### src/rtl/fetch_pkg.sv
// Shared types and defaults for the fetch-stage sequencing controller.
package fetch_pkg;

  localparam int unsigned WORD_W = 32;

  typedef logic [WORD_W-1:0] word_t;

  localparam word_t       RESET_PC_DEF   = 32'h0000_0000;
  localparam int unsigned PC_STEP_DEF    = 4;
  localparam int unsigned ALIGN_BITS_DEF = 2;

  typedef enum logic [1:0] {
    BOOT  = 2'd0,
    FETCH = 2'd1,
    HOLD  = 2'd2,
    FAULT = 2'd3
  } state_t;

endpackage

### src/rtl/fetch_hold_buf.sv
// Registered instruction holding stage between fetch and decode.
module fetch_hold_buf
  import fetch_pkg::*;
(
  input  logic  clk,
  input  logic  reset,
  input  logic  capture,
  input  logic  drop,
  input  logic  squash,
  input  word_t data_in,
  input  word_t pc_in,
  output word_t data_out,
  output word_t pc_out,
  output logic  valid
);

  // Squash beats capture beats drop; payload is kept when only valid clears.
  always_ff @(posedge clk or posedge reset) begin
    if (reset) begin
      data_out <= '0;
      pc_out   <= '0;
      valid    <= 1'b0;
    end else if (squash) begin
      valid <= 1'b0;
    end else if (capture) begin
      data_out <= data_in;
      pc_out   <= pc_in;
      valid    <= 1'b1;
    end else if (drop) begin
      valid <= 1'b0;
    end
  end

endmodule

### src/rtl/fetch_ctrl.sv
// Fetch-stage sequencer: drives PC register load, waits on instruction
// memory, holds instructions for stalled decode, applies redirects.
module fetch_ctrl
  import fetch_pkg::*;
#(
  parameter word_t       RESET_PC   = RESET_PC_DEF,
  parameter int unsigned PC_STEP    = PC_STEP_DEF,
  parameter int unsigned ALIGN_BITS = ALIGN_BITS_DEF
) (
  input  logic  clk,
  input  logic  reset,
  input  word_t pc_next,
  input  word_t inst_in,
  input  logic  mem_ready,
  input  logic  stall,
  input  logic  redirect_valid,
  input  word_t redirect_pc,
  output word_t pc_new,
  output logic  pc_load,
  output word_t cur_pc,
  output word_t inst_out,
  output logic  inst_valid,
  output word_t inst_pc,
  output logic  fault
);

  localparam word_t ALIGN_MASK = 32'((64'd1 << ALIGN_BITS) - 64'd1);

  state_t state, state_d;
  word_t  cur_pc_d;
  logic   fault_d;
  logic   load;
  logic   capture, drop, squash;
  logic   seq_ok, misaligned;

  assign seq_ok     = (pc_next == 32'(cur_pc + 32'(PC_STEP)));
  assign misaligned = ((redirect_pc & ALIGN_MASK) != '0);

  // PC load enable is never asserted while reset is held.
  assign pc_load = load & ~reset;

  // State, mirrored PC and sticky fault registers.
  always_ff @(posedge clk or posedge reset) begin
    if (reset) begin
      state  <= BOOT;
      cur_pc <= RESET_PC;
      fault  <= 1'b0;
    end else begin
      state  <= state_d;
      cur_pc <= cur_pc_d;
      fault  <= fault_d;
    end
  end

  // Next-state, PC load request and holding-stage controls.
  always_comb begin
    state_d  = state;
    cur_pc_d = cur_pc;
    fault_d  = fault;
    load     = 1'b0;
    pc_new   = cur_pc;
    capture  = 1'b0;
    drop     = 1'b0;
    squash   = 1'b0;

    unique case (state)
      BOOT: begin
        load     = 1'b1;
        pc_new   = RESET_PC;
        cur_pc_d = RESET_PC;
        state_d  = FETCH;
      end

      FETCH, HOLD: begin
        if (redirect_valid) begin
          squash = 1'b1;
          if (misaligned) begin
            fault_d = 1'b1;
            state_d = FAULT;
          end else begin
            load     = 1'b1;
            pc_new   = redirect_pc;
            cur_pc_d = redirect_pc;
            state_d  = FETCH;
          end
        end else if (state == HOLD) begin
          if (!stall) begin
            if (!seq_ok) begin
              squash  = 1'b1;
              fault_d = 1'b1;
              state_d = FAULT;
            end else begin
              drop     = 1'b1;
              load     = 1'b1;
              pc_new   = pc_next;
              cur_pc_d = pc_next;
              state_d  = FETCH;
            end
          end
        end else if (mem_ready) begin
          if (stall) begin
            capture = 1'b1;
            state_d = HOLD;
          end else if (!seq_ok) begin
            squash  = 1'b1;
            fault_d = 1'b1;
            state_d = FAULT;
          end else begin
            capture  = 1'b1;
            load     = 1'b1;
            pc_new   = pc_next;
            cur_pc_d = pc_next;
          end
        end else if (!stall) begin
          drop = 1'b1;
        end
      end

      FAULT: begin
        squash = 1'b1;
      end

      default: begin
        state_d = FAULT;
      end
    endcase
  end

  fetch_hold_buf u_hold_buf (
    .clk      (clk),
    .reset    (reset),
    .capture  (capture),
    .drop     (drop),
    .squash   (squash),
    .data_in  (inst_in),
    .pc_in    (cur_pc),
    .data_out (inst_out),
    .pc_out   (inst_pc),
    .valid    (inst_valid)
  );

endmodule

### config.mk
export PLATFORM = sky130hd
export DESIGN_NAME = fetch_ctrl
export DESIGN_NICKNAME = d
export VERILOG_FILES = /design/src/rtl/fetch_pkg.sv /design/src/rtl/fetch_hold_buf.sv /design/src/rtl/fetch_ctrl.sv
export SDC_FILE = /design/constraint.sdc
export NUM_CORES = 1
export LEC_CHECK = 0
export ABC_CLOCK_PERIOD_IN_PS = 7000
export CORE_MARGIN = 2
export CORE_UTILIZATION = 45
export CTS_CLUSTER_SIZE = 20
export DETAILED_ROUTE_END_ITERATION = 10
export PLACE_DENSITY = 0.81
export SLEW_MARGIN = 20
export SYNTH_ARGS = -nofsm -noshare
export SYNTH_HDL_FRONTEND = slang
export SYNTH_SLANG_ARGS = --single-unit
### constraint.sdc
create_clock -name clk -period 7 [get_ports clk]
set_input_delay 2.1 -clock clk [delete_from_list [all_inputs] [get_ports clk]]
set_output_delay 2.1 -clock clk [all_outputs]
set_load 0.005 [all_outputs]
# Word level (Yosys, flattened, before mapping)
# Index checks and enable logic that the tools add are counted.
word_totals:
  ff_bits: 100
  elab_cells: 75
  input_bits: 101
  output_inout_bits: 131
classes:
  addsub: 1
  n_mux: 48
  bitwise_logic: 3
  n_eq_ne: 8
  n_reduce_logical: 9
op_table:
  columns: ["op", "count"]
  rows:
  - ["$mux W32", 6]
  - ["$pmux W32 S2", 1]
  - ["$add A32 B3 Y32 const B", 1]
  - ["$eq A32 B32 Y1", 1]
  - ["$reduce_bool A32 Y1", 1]
  - ["$mux W1", 30]
  - ["$mux W2", 8]
  - ["$ne A4 B4 Y1 const B", 2]
  - ["$reduce_bool A3 Y1", 2]
  - ["$ne A5 B5 Y1 const B", 1]
  - ["$eq A2 B2 Y1 const B", 2]
  - ["$pmux W1 S2", 2]
  - ["$pmux W2 S2", 1]
  - ["$reduce_and A4 Y1", 1]
  - ["$reduce_and A3 Y1", 1]
  - ["$eq A2 B1 Y1 const B", 1]
  - ["$logic_not A2 Y1", 1]
  - ["$ne A2 B1 Y1 const B", 1]
  - ["$not A1 Y1", 2]
  - ["$reduce_and A2 Y1", 1]
  - ["$reduce_bool A2 Y1", 1]
  - ["$reduce_or A2 Y1", 1]
  - ["$and A1 B1 Y1", 1]

# Longest topological paths before layout
# Gate-level depths: netlist of run 1.
logic_depth:
  ltp_word: 10
  mapped_depth: 13
  ltp_nobuf: 10

# Hierarchy
# From an unflattened synthesis of run 1, not the netlist that was laid out.
unflattened:
  hier_cells: 617
  area_unflattened_um2: 6382.4
modules_own_cells:
  columns: ["mod", "seq_area_each_um2", "cells_per_inst", "area_per_inst_um2", "instances"]
  rows:
  - ["fetch_ctrl", 875.8, 476, 3637.2, 1]
  - ["fetch_hold_buf", 1626.6, 141, 2745.1, 1]

# Least setup slack after synthesis of run 1
# Ideal clock, no wire load.
synth_path:
  path_kind: "input to output"
  from: "input port pc_next[11]"
  to: "output port pc_new[16]"
  path_buffers: 2
  arrival_time_ps: 4416
  setup_slack_ps: 484
  cell_stages: 10
  t_required_ps: 4900
  path_cell_list: "or3b_2 -> and3_1 -> o211ai_1 -> nand3_1 -> or4_4 -> nor4_4 -> nor3b_2 -> buf_6 -> buf_12 -> o2bb2ai_2"
synth_via:
  elab_chain_cells: 7
synth_lines:
  columns: ["item", "line", "source"]
  rows:
  - ["from (decl)", "fetch_ctrl.sv:12", "input word_t pc_next,"]
  - ["$eq A32 B32 Y1 (*)", "fetch_ctrl.sv:36", "assign seq_ok = (pc_next == 32'(cur_pc + 32'(PC_STEP)));"]
  - ["$mux W32 (*)", "fetch_ctrl.sv:88, fetch_ctrl.sv:104", null]
  - ["$mux W32 (*)", "fetch_ctrl.sv:87, fetch_ctrl.sv:101", null]
  - ["$mux W32", "fetch_ctrl.sv:100", "end else if (mem_ready) begin"]
  - ["$mux W32 (*)", "fetch_ctrl.sv:86", "end else if (state == HOLD) begin"]
  - ["$mux W32 (*)", null, null]
  - ["$pmux W32 S2 (*)", null, null]
  - ["to (decl)", "fetch_ctrl.sv:18", "output word_t pc_new,"]
# Every way passes the cells marked *; elsewhere a longest branch is shown, timed or not.

# Final worst setup path of run 1
layout_path:
  from: "input port pc_next[25]"
  to: "output port pc_new[2]"
# Same word-level chain as after synthesis.

==> impl_metrics.toml, run 1 <==
[clock_network]
clk_latency_ps = 360
numCtsBuffers = 9
clkTransAtPathRegs_ps = 70
hold_buffers = 0
clockRootBuffer = "clkbuf_16"
cts_tree = "done"
clock_sinks = 100
ctsLongestPathBuffers = 2
htreeDepth = 3

[power]
p_total_mw = 3.39
power_leakage_nw = 4.03
sw_frac_of_total_pct = 38.7
p_sw_mw = 1.31
pwr-share-comb_pct = 53.9
power_frac_seq_pct = 31.5
ir_drop_v = 0.000195
internal-power_mw = 2.08
powerDensity_nw_per_um2 = 355
clkPwrFrac_pct = 14.6

[logic_synthesis]
ys_ff_latch = 100
synth_largest_area_cell = "dfrtp_1"
syn_inst = 624
yosys_warnings = 0
synth-main-ff-cell = "dfrtp_1"
synth_top_area_share_pct = 40.2
seq_area_frac_synth_pct = 40.2
synthTopCellsByArea = "dfrtp_1 40%, mux2_2 11%, o21ai_0 3.5%"
synth.cell_area_um2 = 6220
ys_types = 65
syn-num-nets = 732
synth_commonest_cells = "100 x dfrtp_1, 61 x mux2_2, 52 x nor2_1"
synth-edff-count = 0
synth_most_common_cell = "dfrtp_1"
syn_area_per_cell_um2 = 9.98
async_flop_share_pct = 100

[drt]
viasPerCell = 5.96
num_vias = 6393
wl_um = 21700
drc = 0
antenna_left = 0
drt_iter0_markers = 477
drt-pass1-iter-count = 7
wl_per_cell_um = 20.3

[placement]
io_buffers = 231
dpl_cell_area_um2 = 8810
dp_hpwl_um = 15100
placedCellCount = 1022
gp_congestion = 0.935
dp_slack_ps = -724

[worst_setup_path]
crit_fanout = 5
cp.required_ps = 4900
r2r_cells = 13
start_kind = "primary input"
end_kind = "primary output"
worstSetupPathType = "in -> out"
reg2reg_from = "cur_pc[2]$_DFF_PP0_"
arrival_ps = 4860
regToRegSetupSlack_ps = 2640
reg2reg_to = "u_hold_buf.data_out[0]$_DFFE_PP0P_"

[floorplanning]
initial_utilization_pct = 46.5
die_w_um = 122
pin_count = 232
std_cell_rows = 42
fp.dieH_um = 122
dieArea_um2 = 14800
core_um2 = 13400

[global_routing]
grt.overflow.total = 0
grt_max_degree = 54
grt_pass1_vias = 6357
antenna_found_initial = 1
track_usage_pct = 29.1
grt_pass1_wl_um = 33300

[sta]
fin_ws_ps = 37.8
tns_ps = 0
finalHoldViolations = 0
slew-limit-headroom_pct = 41.7
worst_pin_slew_ps = 867
final.min_clock_period_ps = 6960
maxSlewViolCount = 0
hold_ws_ps = 495
period_share_pct = 99.5
setup_violations = 0
grt_setup_unrepaired = "yes"
fmax_ghz = 0.144
skew_ps = 9.58

[hold_path]
min_path_type = "reg -> reg"
hold_depth = 2
hold_path_startpoint = "fault$_DFFE_PP0P_"
min_to = "fault$_DFFE_PP0P_"

[cells_and_area]
postLayoutCoreUtil_pct = 71.3
final_nets = 998
nFillCells = 969
syn_to_final_growth_pct = 53.6
stdcell_count = 1072
final_cell_area_um2 = 9560
drive_above_1_share_pct = 27.3

[run_status]
outcome = "completed"

[job]
maxCapViolCount = 0
[kinds of logic after synthesis]
family,count (synthesis),synth area share (%)
adders and majority gates,7,1.41
muxes,64,11.6
DFF,100,40.2
and+or+nand+nor,185,16.3
buffers and inverters,56,4.72
xor gates and xnor gates,36,5.53
AOI/OAI and AO/OA,176,20.3
[how the worst max path moves through the flow]
stage	start	end	slack, ps
final	pc_next[25]	pc_new[2]	40
after global routing	pc_next[9]	pc_new[25]	-80
after CTS	pc_next[2]	pc_new[9]	-50
after detailed placement	pc_next[16]	pc_new[25]	-720
after global placement	pc_next[16]	pc_new[2]	-670
after floorplan	pc_next[11]	pc_new[16]	480
[registers in the layout, indices dropped and copies added, names as in the netlist]
signal,cells
fault,1
state,2
u_hold_buf.valid,1
u_hold_buf.data_out,32
u_hold_buf.pc_out,32
cur_pc,32
[power groups by stage]
| stage | clock [mW] | sequential (mW) | combinational [mW] |
|---|---|---|---|
| global route | 0.528 | 1.11 | 1.97 |
| global placement | 0 | 1.04 | 1.73 |
| finish | 0.496 | 1.07 | 1.83 |
| floorplan | 0 | 0.980 | 0.867 |
| CTS | 0.510 | 1.06 | 1.76 |
| detailed placement | 0 | 1.06 | 1.78 |
[cell type report]
type / instances / area (um^2) / share of cell area [%]
sequential: 100 / 2500 / 26.2
tap: 176 / 220 / 2.30
antenna: 1 / 2.50 / 0.0262
clock buffer: 9 / 225 / 2.36
timing repair buffer: 302 / 2810 / 29.4
inverter: 9 / 36.3 / 0.380
clock inverter: 7 / 71.3 / 0.746
multi-input combinational: 468 / 3690 / 38.6
[worst max-delay path: stages]
cell	delay, ps
clkdlybuf4s50_1	530
xor2_1	300
o21ai_0	160
a311oi_1	320
nand2_1	180
nor4_4	330
nor3b_4	270
buf_6	140
buf_6	120
buf_16	120
o211ai_1	120
buf_2	150
[per-layer routing]
layer	GRT usage, %	vias to the layer above	share of wire (%)
met5	0	-	0
met3	5.71	52	6.7
met2	49.2	326	51
met1	36.0	3147	40
met4	13.4	0	2.8
li1	-	2868	-
[what timing repair did]
action / 4_1_cts / 5_1_grt
setup buffers: 18 / 13
resized for setup: 145 / 80
cloned: 3 / 0
setup endpoints to repair: 33 / 33
pin swaps: 23 / 36
hold endpoints to repair: 0 / 0
[placed cells by master (no fill, tap or decap), types with 4 or more instances in the layout]
master	count
dlygate4sd2_1	6
clkdlybuf4s50_1	178
o22ai_1	31
mux2_2	61
buf_2	19
nor3_1	8
dlymetal6s2s_1	5
o2bb2ai_2	15
or3_1	4
nand4_1	13
dfrtp_1	100
o211ai_1	12
and2_1	4
ha_1	7
buf_6	11
nand2b_1	6
xnor2_1	17
xor2_1	9
buf_4	55
nor4_1	7
nor2_1	51
a21oi_1	13
clkbuf_16	9
nand3_1	26
clkbuf_2	18
nand2_1	30
a21o_1	19
a31oi_1	6
and4_1	8
and3_1	6
inv_1	8
o21ai_0	40
Power figures use the tool's default switching activity.
==> run 2: changes to the inputs <==
CORE_ASPECT_RATIO = 2   (was default)
==> run 2 against run 1 <==
Clock-buffer cell count rose by 1. Maximum frequency shrank 0.15%. Clock power decreased by 4%. Final cell count down 2.4%. Sequential share of layout area grew 0.41 points. Core utilization decreased by 1.7 points. Cell area fell by 1.5%. Register-to-register slack gained 70 ps. Combinational power rose by 2%. First-iteration DRC count decreased by 32%. Critical path type unchanged. Highest routed layer unchanged.
==> impl_metrics.toml, run 2 (synthesized netlist as in run 1, its figures left out) <==
[sta]
skew_ps = 10.7
setup_violations = 0
grt_setup_unrepaired = "yes"
period_share_pct = 99.6
slew-limit-headroom_pct = 38.5
worst_pin_slew_ps = 915
maxSlewViolCount = 0
final.min_clock_period_ps = 6970
fmax_ghz = 0.143
fin_ws_ps = 27.2
finalHoldViolations = 0

[worst_setup_path]
reg2reg_to = "u_hold_buf.data_out[14]$_DFFE_PP0P_"
r2r_cells = 13
crit_end = "pc_new[19]"
worstSetupPathType = "in -> out"
cpPeakStageDelay_ps = 440
crit_fanout = 8
cp.required_ps = 4900
cp_top_family = "simple AND/OR/NAND/NOR gates"
startpoint = "pc_next[11]"
path_buf_inv = 4
cp.depth = 12
cp_cell_sequence = "buf_2, or3b_4, and3_4, o211ai_1, nand3_1, or4_4, nor4_4, nor3b_4, buf_6, buf_12, o211ai_1, buf_2"
arrival_ps = 4870
end_kind = "primary output"
critical_path.slowest_cell = "or4_4"
reg2reg_from = "cur_pc[2]$_DFF_PP0_"
regToRegSetupSlack_ps = 2710
start_kind = "primary input"

[clock_network]
clk_latency_ps = 350
ctsLongestPathBuffers = 2
cts_tree = "done"
clockRootBuffer = "clkbuf_16"
clkTransAtPathRegs_ps = 70
htreeDepth = 3
numCtsBuffers = 9
clock_sinks = 100
hold_buffers = 0

[floorplanning]
initial_utilization_pct = 46.1
pin_count = 232
std_cell_rows = 60
core_um2 = 13500
dieArea_um2 = 14800
fp.dieH_um = 170
die_w_um = 87.2

[cells_and_area]
syn_to_final_growth_pct = 51.2
layout_common_cells = "178 x clkdlybuf4s50_1, 100 x dfrtp_1, 61 x mux2_2"
drive_above_1_share_pct = 27.0
reg_top3 = "cur_pc: 32 flops, u_hold_buf.data_out: 32 flops, u_hold_buf.pc_out: 32 flops"
stdcell_count = 1046
final_common_cell = "clkdlybuf4s50_1"
final_nets = 993

[drt]
wl_um = 22100
drt-pass1-iter-count = 5
wl_per_cell_um = 21.1
viasPerCell = 6.08
antenna_left = 0
drc = 0
drt_iter0_markers = 323
num_vias = 6355

[global_routing]
grt_max_degree = 58
grt_pass1_wl_um = 34000
grt_pass1_vias = 6666
grt.overflow.total = 0
track_usage_pct = 29.3
antenna_found_initial = 1

[placement]
io_buffers = 231
dp_slack_ps = -796
placedCellCount = 1007
dp_hpwl_um = 15800
gp_congestion = 0.900

[power]
powerDensity_nw_per_um2 = 362
ir_drop_v = 0.000215
power_leakage_nw = 3.98

[run_status]
outcome = "completed"

[job]
maxCapViolCount = 0

[hold_path]
hold_path_startpoint = "u_hold_buf.pc_out[22]$_DFFE_PP0P_"
min_path_type = "reg -> reg"
## run 2: how the worst min path moves through the flow
stage	endpoint	slack (ps)	cells after the start
2_1_floorplan	fault$_DFFE_PP0P_	470	2
3_3_place_gp	u_hold_buf.pc_out[15]$_DFFE_PP0P_	470	1
3_5_place_dp	u_hold_buf.pc_out[14]$_DFFE_PP0P_	480	1
4_1_cts	u_hold_buf.pc_out[22]$_DFFE_PP0P_	500	1
5_1_grt	u_hold_buf.pc_out[22]$_DFFE_PP0P_	520	1
6_report	u_hold_buf.pc_out[22]$_DFFE_PP0P_	490	1
## run 2: report_power, final
part | total, mW | switching (mW) | internal [mW]
sequential | 1.06 | 0.262 | 0.802
combinational | 1.87 | 0.818 | 1.05
clock | 0.478 | 0.233 | 0.245
## run 2: cell type report
type,instances,area [um^2]
Timing Repair Buffer,297,2720
Clock buffer,10,229
Fill cell,1068,4100
Sequential cell,100,2500
Tap cell,155,194
Clock inverter,6,48.8
Antenna cell,1,2.50
Multi-Input combinational cell,468,3680
Inverter,9,36.3
## run 2: through the flow
step           util, %  total power [mW]  instance area, um^2  hold WS, ps  TNS (ps)
6_report          69.7              3.41                 9410          494         0
3_5_place_dp      65.4              2.89                 8840          476    -22360
2_1_floorplan        -              1.85                 6220          465         0
4_1_cts           68.7              3.35                 9290          495         0
5_1_grt           69.7              3.60                 9410          518      -297
3_3_place_gp      65.4              2.83                 8840          468    -22550
## run 2: timing repair
action / 4_1_cts / 5_1_grt
buffers inserted: 11 / 9
gates resized for setup: 156 / 73
cloned: 2 / 0
pin swaps: 32 / 40
setup endpoints to repair: 33 / 33
## run 2: metal layers
metal  share of wire (%)  track usage [%]  routed length (um)  up-vias
met4                 6.1             18.5                1340        0
met1                  33             28.8                7310     3083
met2                  56             54.8               12300      322
met3                 5.1             4.51                1120      103
met5                   0                0                   0        -
li1                    -                -                   -     2847
==> run 3: changes to the inputs <==
CORE_UTILIZATION = 41   (was 45)
PLACE_DENSITY = 0.75   (was 0.81)
==> run 3 against run 2 <==
Clock skew shrank 2.6 ps. Cell area rose by 1.9%. Critical path depth is the same. Final cell count is 4.2% higher. Via count down 0.98%. Clock-buffer cell count is 1 lower. First-iteration DRC count down 4.3%. Critical endpoint is now pc_new[14].
==> impl_metrics.toml, run 3 (synthesized netlist as in run 1, its figures left out) <==
[run_status]
outcome = "completed"

[power]
powerDensity_nw_per_um2 = 361
ir_drop_v = 0.000190
power_leakage_nw = 4.02
p_total_mw = 3.46

[sta]
tns_ps = 0
period_share_pct = 99.3
fmax_ghz = 0.144
finalHoldViolations = 0
maxSlewViolCount = 0
worst_pin_slew_ps = 876
grt_setup_unrepaired = "yes"
slew-limit-headroom_pct = 41.2
skew_ps = 8.13
fin_ws_ps = 45.9
final.min_clock_period_ps = 6950
setup_violations = 0

[drt]
wl_per_cell_um = 20.8
drc = 0
wl_um = 22700
num_vias = 6293
viasPerCell = 5.77
drt_iter0_markers = 309
drt-pass1-iter-count = 5
antenna_left = 0

[worst_setup_path]
worstSetupPathType = "in -> out"
end_kind = "primary output"
crit_fanout = 11
cp.required_ps = 4900
start_kind = "primary input"
arrival_ps = 4850

[cells_and_area]
ff_latch_area_um2 = 2500
final_cell_area_um2 = 9590
reg_top3 = "cur_pc: 32 flops, u_hold_buf.data_out: 32 flops, u_hold_buf.pc_out: 32 flops"
syn_to_final_growth_pct = 54.1
postLayoutCoreUtil_pct = 64.7
layout_common_cells = "180 x clkdlybuf4s50_1, 100 x dfrtp_1, 61 x mux2_2"
antennaDiodeCount = 0
final_common_cell = "clkdlybuf4s50_1"
final_nets = 998
drive_above_1_share_pct = 27.8
multi_input_comb_area_um2 = 3700
nFillCells = 1272

[clock_network]
clkTransAtPathRegs_ps = 70
clk_latency_ps = 360
clock_sinks = 100
numCtsBuffers = 9
cts_tree = "done"
clockRootBuffer = "clkbuf_16"
hold_buffers = 0
htreeDepth = 3
ctsLongestPathBuffers = 2

[placement]
dp_slack_ps = -871
dpl_cell_area_um2 = 8940
io_buffers = 231
dp_hpwl_um = 16200
gp_congestion = 0.961

[floorplanning]
initial_utilization_pct = 42.0
core_um2 = 14800
die_w_um = 91.1
pin_count = 232
dieArea_um2 = 16200
std_cell_rows = 63
fp.dieH_um = 178

[global_routing]
grt_pass1_wl_um = 34600
antenna_found_initial = 0
track_usage_pct = 27.5
grt_max_degree = 65
grt.overflow.total = 0
grt_pass1_vias = 6438

[job]
maxCapViolCount = 0

[hold_path]
min_path_type = "reg -> reg"
[run 3: worst max-delay path: stages]
cell and delay [ps]:
clkdlybuf4s50_1 470, nand2b_1 110, or4bb_1 510, a21o_1 200, a22oi_1 160, and4_1 190, and4bb_2 250, and2_4 210
buf_4 210, a21o_1 150, o2bb2ai_1 130, buf_2 160
[run 3: metal layers]
metal  share of wire (%)  track usage [%]  up-vias
li1                    -                -     2871
met1                  36             29.1     3092
met2                  55             51.7      269
met3                 4.6             3.76       61
met4                 4.6             15.1        0
met5                   0                0        -
[run 3: repair_timing]
| item | CTS | global route |
|---|---|---|
| cloned | 4 | 0 |
| resized for setup | 148 | 85 |
| endpoints found under the setup margin | 33 | 33 |
| pin swaps | 20 | 36 |
| buffers inserted | 14 | 8 |
[run 3: path summary, 6_finish.rpt]
kind	from	end	slack, ps	cells past startpoint
max	pc_next[19]	pc_new[14]	50	12
min	u_hold_buf.pc_out[15]$_DFFE_PP0P_	u_hold_buf.pc_out[15]$_DFFE_PP0P_	490	1
max reg2reg	cur_pc[10]$_DFF_PP0_	cur_pc[17]$_DFF_PP0_	2720	18
min reg2reg	u_hold_buf.pc_out[15]$_DFFE_PP0P_	u_hold_buf.pc_out[15]$_DFFE_PP0P_	490	1
max in group asynchronous	reset	cur_pc[22]$_DFF_PP0_	3630	3
min in group asynchronous	reset	cur_pc[2]$_DFF_PP0_	2210	2
[run 3: through the flow]
step,hold WS [ps],cells
2_1_floorplan,465,624
3_3_place_gp,470,1050
3_5_place_dp,475,1050
4_1_cts,491,1084
5_1_grt,506,1090
6_report,490,1090
[run 3: cell type report]
type,instances,share of cell area (%)
Tap cell,195,2.54
Clock buffer,9,2.35
Sequential cell,100,26.1
Timing Repair Buffer,302,29.2
Inverter,9,0.378
Multi-Input combinational cell,468,38.5
Clock inverter,7,0.861
[run 3: power breakdown]
group          switching, mW  internal [mW]  total (mW)
clock                  0.238          0.283       0.521
sequential             0.261          0.802        1.06
combinational          0.817           1.06        1.88
total                   1.32           2.14        3.46
